## config.mk

```make
export PLATFORM = sky130hd
export DESIGN_NAME = note_sequencer
export DESIGN_NICKNAME = d
export VERILOG_FILES = /design/src/rtl/note_seq_pkg.sv /design/src/rtl/note_rom.sv /design/src/rtl/note_sequencer.sv
export SDC_FILE = /design/constraint.sdc
export NUM_CORES = 1
export LEC_CHECK = 0
export CORE_MARGIN = 4
export CORE_UTILIZATION = 55
export DETAILED_ROUTE_END_ITERATION = 10
export PLACE_DENSITY = 0.9
export SYNTH_ARGS = -nofsm -noshare
export SYNTH_HDL_FRONTEND = slang
export SYNTH_SLANG_ARGS = --single-unit
```

## constraint.sdc

```tcl
create_clock -name inclk -period 3.7 [get_ports inclk]
set_clock_uncertainty 0.05 [all_clocks]
set_input_delay 0.74 -clock inclk [delete_from_list [all_inputs] [get_ports inclk]]
set_output_delay 0.74 -clock inclk [all_outputs]
set_load 0.01 [all_outputs]
```

## src/rtl/note_seq_pkg.sv

```systemverilog
// Shared types and constants for the note sequencer: FSM states, the note
// frequency table and the note-index width.
package note_seq_pkg;

  localparam int NOTE_IDX_W = 3;
  localparam int NUM_NOTES  = 8;

  typedef enum logic [1:0] {
    ST_IDLE      = 2'd0,
    ST_MANUAL    = 2'd1,
    ST_AUTO_NOTE = 2'd2,
    ST_AUTO_GAP  = 2'd3
  } seq_state_e;

  // C5 major scale up to C6, in Hz
  localparam int unsigned NOTE_FREQ_HZ [NUM_NOTES] = '{
    523, 587, 659, 698, 783, 880, 987, 1046
  };

  function automatic int unsigned max_u(input int unsigned a, input int unsigned b);
    return (a > b) ? a : b;
  endfunction

endpackage

```

## src/rtl/note_rom.sv

```systemverilog
// Combinational note-index to divider-period lookup; every entry folds to a
// constant CLK_HZ / f at elaboration, so no runtime divider is built.
module note_rom
  import note_seq_pkg::*;
#(
  parameter int unsigned CLK_HZ = 50000000
) (
  input  logic [NOTE_IDX_W-1:0] idx,
  output logic [31:0]           divisor
);

  always_comb begin
    divisor = '0;
    case (idx)
      3'd0: divisor = 32'(CLK_HZ / NOTE_FREQ_HZ[0]);
      3'd1: divisor = 32'(CLK_HZ / NOTE_FREQ_HZ[1]);
      3'd2: divisor = 32'(CLK_HZ / NOTE_FREQ_HZ[2]);
      3'd3: divisor = 32'(CLK_HZ / NOTE_FREQ_HZ[3]);
      3'd4: divisor = 32'(CLK_HZ / NOTE_FREQ_HZ[4]);
      3'd5: divisor = 32'(CLK_HZ / NOTE_FREQ_HZ[5]);
      3'd6: divisor = 32'(CLK_HZ / NOTE_FREQ_HZ[6]);
      3'd7: divisor = 32'(CLK_HZ / NOTE_FREQ_HZ[7]);
      default: divisor = '0;
    endcase
  end

endmodule

```

## src/rtl/note_sequencer.sv

```systemverilog
// Manual / automatic scale player producing a period for a downstream clock
// divider. Define NOTE_SEQ_GAP_EN to insert a silent AUTO_GAP between auto notes.
module note_sequencer
  import note_seq_pkg::*;
#(
  parameter int unsigned CLK_HZ     = 50000000,
  parameter int unsigned NOTE_TICKS = 25000000,
  parameter int unsigned GAP_TICKS  = 2500000
) (
  input  logic                  inclk,
  input  logic                  reset,
  input  logic                  play,
  input  logic                  auto_mode,
  input  logic [NOTE_IDX_W-1:0] sw_note,
  output logic [31:0]           divisor,
  output logic                  tone_en,
  output logic [NOTE_IDX_W-1:0] note_idx,
  output logic                  note_change,
  output logic [1:0]            state_dbg
);

  localparam int unsigned CNT_MAX = max_u(NOTE_TICKS, GAP_TICKS);
  localparam int          CNT_W   = (CNT_MAX > 1) ? $clog2(CNT_MAX) : 1;
  localparam logic [CNT_W-1:0] NOTE_LAST = CNT_W'(NOTE_TICKS - 1);
`ifdef NOTE_SEQ_GAP_EN
  localparam logic [CNT_W-1:0] GAP_LAST  = CNT_W'(GAP_TICKS - 1);
`endif

  seq_state_e            state_q, state_d;
  logic [CNT_W-1:0]      cnt_q, cnt_d;
  logic [NOTE_IDX_W-1:0] cur_idx_q, cur_idx_d;
  logic [31:0]           divisor_q, divisor_d;
  logic                  tone_en_q, tone_en_d;
  logic [NOTE_IDX_W-1:0] note_idx_q, note_idx_d;
  logic                  note_change_q, note_change_d;
  logic [NOTE_IDX_W-1:0] rom_idx;
  logic [31:0]           rom_div;

  note_rom #(.CLK_HZ(CLK_HZ)) u_rom (
    .idx     (rom_idx),
    .divisor (rom_div)
  );

  // Next-state: play low wins over everything, then mode changes, then counting.
  always_comb begin
    state_d   = state_q;
    cnt_d     = cnt_q;
    cur_idx_d = cur_idx_q;
    if (!play) begin
      state_d = ST_IDLE;
      cnt_d   = '0;
    end else begin
      case (state_q)
        ST_IDLE: begin
          state_d = auto_mode ? ST_AUTO_NOTE : ST_MANUAL;
          cnt_d   = '0;
        end
        ST_MANUAL: begin
          cur_idx_d = sw_note;
          if (auto_mode) begin
            state_d = ST_AUTO_NOTE;
            cnt_d   = '0;
          end
        end
        ST_AUTO_NOTE: begin
          if (!auto_mode) begin
            state_d = ST_MANUAL;
            cnt_d   = '0;
          end else if (cnt_q == NOTE_LAST) begin
            cnt_d     = '0;
            cur_idx_d = cur_idx_q + 1'b1;
`ifdef NOTE_SEQ_GAP_EN
            state_d   = ST_AUTO_GAP;
`endif
          end else begin
            cnt_d = cnt_q + 1'b1;
          end
        end
`ifdef NOTE_SEQ_GAP_EN
        ST_AUTO_GAP: begin
          if (!auto_mode) begin
            state_d = ST_MANUAL;
            cnt_d   = '0;
          end else if (cnt_q == GAP_LAST) begin
            state_d = ST_AUTO_NOTE;
            cnt_d   = '0;
          end else begin
            cnt_d = cnt_q + 1'b1;
          end
        end
`endif
        default: begin
          state_d = ST_IDLE;
          cnt_d   = '0;
        end
      endcase
    end
  end

  // Outputs follow the current state one register later; play low silences at once.
  always_comb begin
    rom_idx     = (state_q == ST_MANUAL) ? sw_note : cur_idx_q;
    divisor_d   = '0;
    tone_en_d   = 1'b0;
    note_idx_d  = cur_idx_q;
    if (play && ((state_q == ST_MANUAL) || (state_q == ST_AUTO_NOTE))) begin
      divisor_d  = rom_div;
      tone_en_d  = 1'b1;
      note_idx_d = rom_idx;
    end
    note_change_d = (divisor_d != divisor_q) || (tone_en_d != tone_en_q);
  end

  always_ff @(posedge inclk or negedge reset) begin
    if (!reset) begin
      state_q       <= ST_IDLE;
      cnt_q         <= '0;
      cur_idx_q     <= '0;
      divisor_q     <= '0;
      tone_en_q     <= 1'b0;
      note_idx_q    <= '0;
      note_change_q <= 1'b0;
    end else begin
      state_q       <= state_d;
      cnt_q         <= cnt_d;
      cur_idx_q     <= cur_idx_d;
      divisor_q     <= divisor_d;
      tone_en_q     <= tone_en_d;
      note_idx_q    <= note_idx_d;
      note_change_q <= note_change_d;
    end
  end

  assign divisor     = divisor_q;
  assign tone_en     = tone_en_q;
  assign note_idx    = note_idx_q;
  assign note_change = note_change_q;
  assign state_dbg   = state_q;

endmodule
```

Word-level counts from Yosys, hierarchy flattened
Memories as Yosys holds them, arrays and structs flattened. Index checks and enable logic that the tools add are counted.

Register bits: 67. Latch bits: 0. RAM bits: 0. Bits in read-only memories: 128. Logic and storage cells: 43. Memories kept: 1.

Memories: (no name shown) (words 8, bits a word 16, read ports 1, clocked after memory_dff 0, wr ports 0, RTL line note_rom.sv:14) `case (idx)`.

$add $sub $neg: 2. Multipliers: 0. Div/mod/pow operators: 0. Magnitude comparators: 0. Eq/ne operators: 9. Shifts and indexed selects: 0. Muxes and demuxes: 17. Bitwise operators: 0. Reductions and logical operators: 7.

Operator list (count): 2-to-1 mux 25 bit (4); one-hot mux 25 bit (2 select lines) (1); 2-to-1 mux 32 bit (1); != test 32 bit (1); adder 25 x 1 -> 25 bit (second input constant) (1); equality test 25 bit (second input constant) (1); 2-to-1 mux 3 bit (4); 2-to-1 mux 2 bit (4); != test 3 bit (second input constant) (2); one-hot mux 2 bit (3 select lines) (1); one-hot mux 3 bit (2 select lines) (1); != test 2 bit (second input constant) (2); AND reduction 4 bit (1); adder 3 x 1 -> 3 bit (second input constant) (1); equality test 2 x 1 -> 1 bit (second input constant) (1); equality test 2 bit (second input constant) (1); logical NOT 2 bit (1); logical OR 1 bit (2); AND reduction 2 bit (1); nonzero test 2 bit (1); logical AND 1 bit (1); 2-to-1 mux 1 bit (1); != test 1 bit (1).

Depth between registers and ports, before layout
Depth in word-level cells: 6. Depth in mapped cells: 13. Mapped depth without buffers: 11.

By module
From an unflattened synthesis, not the netlist that was laid out.

Cells, all modules: 437. Area total of the unflattened synthesis: 4013.8 um2.

Modules (own cells, without submodules): note_sequencer (instances 1, cells an instance 392, area each 3668.5 um2, sequential area each 1676.6 um2); note_rom (instances 1, cells an instance 45, area each 345.3 um2, sequential area each 0.0 um2).

Worst setup path before layout
Ideal clock, no wire load.

Kind: register to register. From: reg state_q[1], in the netlist state_dbg[1]. To: reg note_change_q, in the netlist note_change. Setup time: 140 ps. Data arrival time: 2658 ps. Data required time: 3510 ps. Slack: 852 ps. Cell stages (with the launch flop): 12. Buffers on the path: 2. Period minus slack after synthesis: 2848 ps. Cell sequence: dfrtp_1 -> inv_1 -> ha_1 -> buf_6 -> buf_2 -> mux2i_1 -> inv_1 -> ha_1 -> or3_1 -> o32ai_1 -> a32o_1 -> nand4_1.

Cells in the longest elaborated chain, start to end: 6. Elaborated cells on any way between the ends: 11. Classes of those cells: 4 x eq/ne; 3 x mux; 3 x reduce/logical; 1 x memory.

RTL lines: from (decl) (RTL line note_sequencer.sv:29) `seq_state_e state_q, state_d;`; from (signal assigned) (RTL line note_sequencer.sv:124) `state_q <= state_d;`; equality test 2 x 1 -> 1 bit / equality test 2 bit (equally long branches) (RTL line note_sequencer.sv:102, note_sequencer.sv:106); 2-to-1 mux 3 bit / logical OR 1 bit (equally long branches) (RTL line note_sequencer.sv:102, note_sequencer.sv:106); memory read (8 x 16 bit) / logical AND 1 bit (equally long branches); 2-to-1 mux 32 bit / 2-to-1 mux 1 bit (equally long branches) (RTL line note_sequencer.sv:106) `if (play && ((state_q == ST_MANUAL) || (state_q == ST_AUTO_NOTE))) begin`; != test 32 bit / != test 1 bit (equally long branches) (RTL line note_sequencer.sv:111) `note_change_d = (divisor_d != divisor_q) || (tone_en_d != tone_en_q);`; logical OR 1 bit (*) (RTL line note_sequencer.sv:111); via note_change_d (RTL line note_sequencer.sv:35) `logic note_change_q, note_change_d;`; to (signal assigned) (RTL line note_sequencer.sv:130) `note_change_q <= note_change_d;`; to (decl) (RTL line note_sequencer.sv:35).

Mark *: on every way through the listed nets, which the timed path passes. The rest lies on a longest branch. A chain may end at the register's enable or synchronous reset.

Worst setup path after layout
Same ends and word-level chain as after synthesis.

==> summary.md <==
| Metric | Value |
|---|---|
| Run status | finished clean |
| Final Worst Setup Slack | 541.2 ps |
| Max-capacitance violation count | 0 |
| Largest fanout on the critical path | 9 |
| YS warnings | 0 |
| Arrival time at the worst endpoint | between 3000 and 4000 ps |
| TritonRoute pass-1 iters | 5 |
| Number of max-slew violations in the final report | 0 |
| Sequential element share of the synthesized area | 40.14% |
| Slew at the pin closest to its max-slew limit | 1092 ps |
| Routed metal-1 wire length | 2.781 mm |
| Minimum period implied by the final worst setup slack | 3159 ps |
| Drt initial violations | 223 |
| Fraction of registers with async set or reset after synthesis | 100.0% |
| Synthesized area per cell | 9.087 µm² |
| Cells along the critical path | inv_1, ha_1, mux2i_1, inv_1, ha_1, mux2i_1, mux2i_1, mux2i_1, o31ai_1, nor3_1, nand4_1 |
| Unrepaired setup endpoints after global routing | no |
| Post-Route Hold Slack | around 460 ps |
| Mapped cell area | approximately 3100 µm² |
| Synth Register Bits | 50 |
| Core Rows | 27 |
| Maximum buffer depth of the clock tree | 2 |
| Vias after detailed routing | 2668 |
| All-Layer GR Usage | 20.89% |
| Cells after Synth | 343 |
| Leak pwr | approximately 1.5 nW |
| Top layer in use | met4 |
| RD Place Congestion | 0.9259 |
| Die H | 83.28 µm |
| Total number of H-tree levels | 2 |
| Detailed Place HPWL | 5.025 mm |
| Dpl ws | 472.2 ps |
| Cell at the slowest stage of the critical path | sky130_fd_sc_hd__ha_1 |
| Routed via count divided by cell count | about 6.1 |
| Setup repair bufs after CTS | 0 |
| Pin count of the biggest net entering global routing | 51 |
| Width of the chip | around 83 µm |
| Hold Path Class | flop to flop |
| Synth area leader | sky130_fd_sc_hd__dfrtp_1 |
| Crit-path leading delay family | multiplexers |
| Cell mode on critical path | sky130_fd_sc_hd__mux2i_1 |
| Final net count | 381 |
| Type of the setup path with the least slack | flop to flop |
| Endpoint required time on the critical path | 3830 ps |
| Period utilisation layout | a little under nine tenths |
| Crit path buf inv count | 2 |
| Count of instances resized after the clock tree is built | 0 |
| Crit start category | flop |
| Dominant register cell in the synthesized netlist | sky130_fd_sc_hd__dfrtp_1 |
| Count of unique library cells instantiated by Yosys | 57 |
| Worst-skew pair later-pin latency | approximately 300 ps |
| Number of sinks on the clock net | 50 |
| Gr ovfl total | 0 |
| Worst supply voltage drop on vdd | 0.2932 mV |
| Initial antenna violation count | 0 |
| Detailed Route WL | 6.994 mm |
| Top post-synthesis cells by area | sky130_fd_sc_hd__dfrtp_1, sky130_fd_sc_hd__o21ai_0, sky130_fd_sc_hd__mux2i_1, sky130_fd_sc_hd__nand2_1, sky130_fd_sc_hd__buf_4 |
| # diodes | 0 |
| Clock transition at the register clock pins on the worst setup and hold paths after CTS | around 100 ps |
| Initial core utilization | 56.60% |
| TritonCTS clock tree | done |
| Routed met2 length | 3.664 mm |
| WL/cell | 15.97 µm |
| Synthesis-to-layout area growth | 12.32% |
| First-pass GRT wire length | roughly 12 mm |
| Number of endpoints with negative hold slack in the final report | 0 |
| Top-Level Pins | 46 |
| Remaining max-slew budget at the tightest pin | 27.19% |
| Setup tns final | 0 ps |
| Input/output buffers | 29 |
| Share of layout cells above drive strength 1 | 5.464% |
| Peak per-stage delay on the critical path | 490 ps |
| Finish-stage setup viols | 0 |
| Placeable core region | 5507 µm² |
| Fraction of post-synthesis cell area in the top cell type by area | 40.14% |
| Post-CTS Hold Fix Bufs | 0 |
| Met3 Routed Length | 445 µm |
| Final-layout fill cell count | 477 |
| Total DRC errors in the routed layout | 0 |
| Number of buffers inserted during clock tree synthesis | 5 |
| Vias in the first global route | 2626 |
| EDFF count, synth | 0 |
| Power density over cell area | 659.2 nW/µm² |
| Die Area | 6936 µm² |
| Fmax | 316.6 MHz |
| Antenna-violating nets left | 0 |
| Total power consumption of the routed design | 2.308 mW |
| Root buf cell | sky130_fd_sc_hd__clkbuf_8 |
| CP Capture Type | flop |
flip-flops by register name (all words and copies together), names as in the netlist:
name and flops:
cnt_q 25, divisor 15, cur_idx_q 3, note_idx 3, state_dbg 2, note_change 1
tone_en 1
synth_stat cells (all sizes together), types with 5 or more instances:
library cell and number:
mux2i 17, o31ai 7, dfrtp 50, xnor2 6, xor2 6, clkbuf 7
nor2b 6, nand3 11, and4 5, buf 25, o21ai 42, nor3 6
nand2 37, and2 7, a31oi 6, nand4 11, inv 12, ha 9
nor2 19, a21oi 9, and3 7
cells by family after synthesis:
logic type	count (synthesis)	share of synthesized area, %
other	1	0.1203
adders and majority gates	9	3.613
muxes	19	6.824
xor gates and xnor gates	12	3.372
DFF	50	40.14
and+or+nand+nor	124	20.92
AOI/OAI and AO/OA	84	16.90
buffers and inverters	44	8.109
worst paths after layout:
| kind | start | slack (ps) | depth (start not counted) | end |
|---|---|---|---|---|
| max reg2reg | state_dbg[1] | 540 | 11 | note_change |
| min in group asynchronous | reset | 580 | 1 | tone_en |
| max in group asynchronous | reset | 2340 | 1 | divisor[9] |
| min reg2reg | cnt_q[20] | 460 | 1 | cnt_q[20] |
| min | cnt_q[20] | 460 | 1 | cnt_q[20] |
| max | state_dbg[1] | 540 | 11 | note_change |
cells in the final DEF (no fill, tap or decap), types with 3 or more instances in the layout:
cell and n:
sky130_fd_sc_hd__and2_1 6, sky130_fd_sc_hd__nand3_1 11, sky130_fd_sc_hd__xor2_1 6, sky130_fd_sc_hd__o21ai_0 41
sky130_fd_sc_hd__inv_1 12, sky130_fd_sc_hd__a31oi_1 6, sky130_fd_sc_hd__mux2i_1 15, sky130_fd_sc_hd__nand4_1 11
sky130_fd_sc_hd__o31ai_1 7, sky130_fd_sc_hd__clkdlybuf4s50_1 28, sky130_fd_sc_hd__o211ai_1 3, sky130_fd_sc_hd__a21oi_1 9
sky130_fd_sc_hd__and3_1 7, sky130_fd_sc_hd__and4_1 5, sky130_fd_sc_hd__nor3_1 5, sky130_fd_sc_hd__nor2b_1 6
sky130_fd_sc_hd__conb_1 16, sky130_fd_sc_hd__nand2b_1 4, sky130_fd_sc_hd__clkbuf_8 5, sky130_fd_sc_hd__buf_4 3
sky130_fd_sc_hd__nand2_1 37, sky130_fd_sc_hd__nor2_1 19, sky130_fd_sc_hd__xnor2_1 6, sky130_fd_sc_hd__dfrtp_1 50
sky130_fd_sc_hd__ha_1 9
layer usage:
layer	vias up	global-route usage, %
met3	10	3.571
met2	112	37.03
met5	-	0
met1	1295	25.65
met4	0	6.835
li1	1251	-
area by class of cell:
cell class                 count  area (µm²)  area share (%)
multi-input combinational    264        1669           47.68
sequential                    50        1251           35.74
timing repair buffer          32       307.8           8.792
tap                           72       90.09           2.573
clock buffer                   5       68.82           1.966
clock inverter                 3       68.82           1.966
inverter                      12       45.04           1.287
metrics by stage:
step                      utilization (%)  cell area (µm²)  instances
final                               63.58             3501        438
after global routing                63.58             3501        438
after CTS                           63.58             3501        438
after detailed placement            61.08             3363        430
after global placement              61.08             3363        430
after floorplan                         -             3173        358
where the power goes:
part | switching, mW | leakage, nW | internal (mW)
combinational | 0.569 | 0.789 | 0.505
clock | 0.194 | 0.0683 | 0.271
sequential | 0.123 | 0.674 | 0.646
No activity file was read; power rests on OpenSTA's default activity.
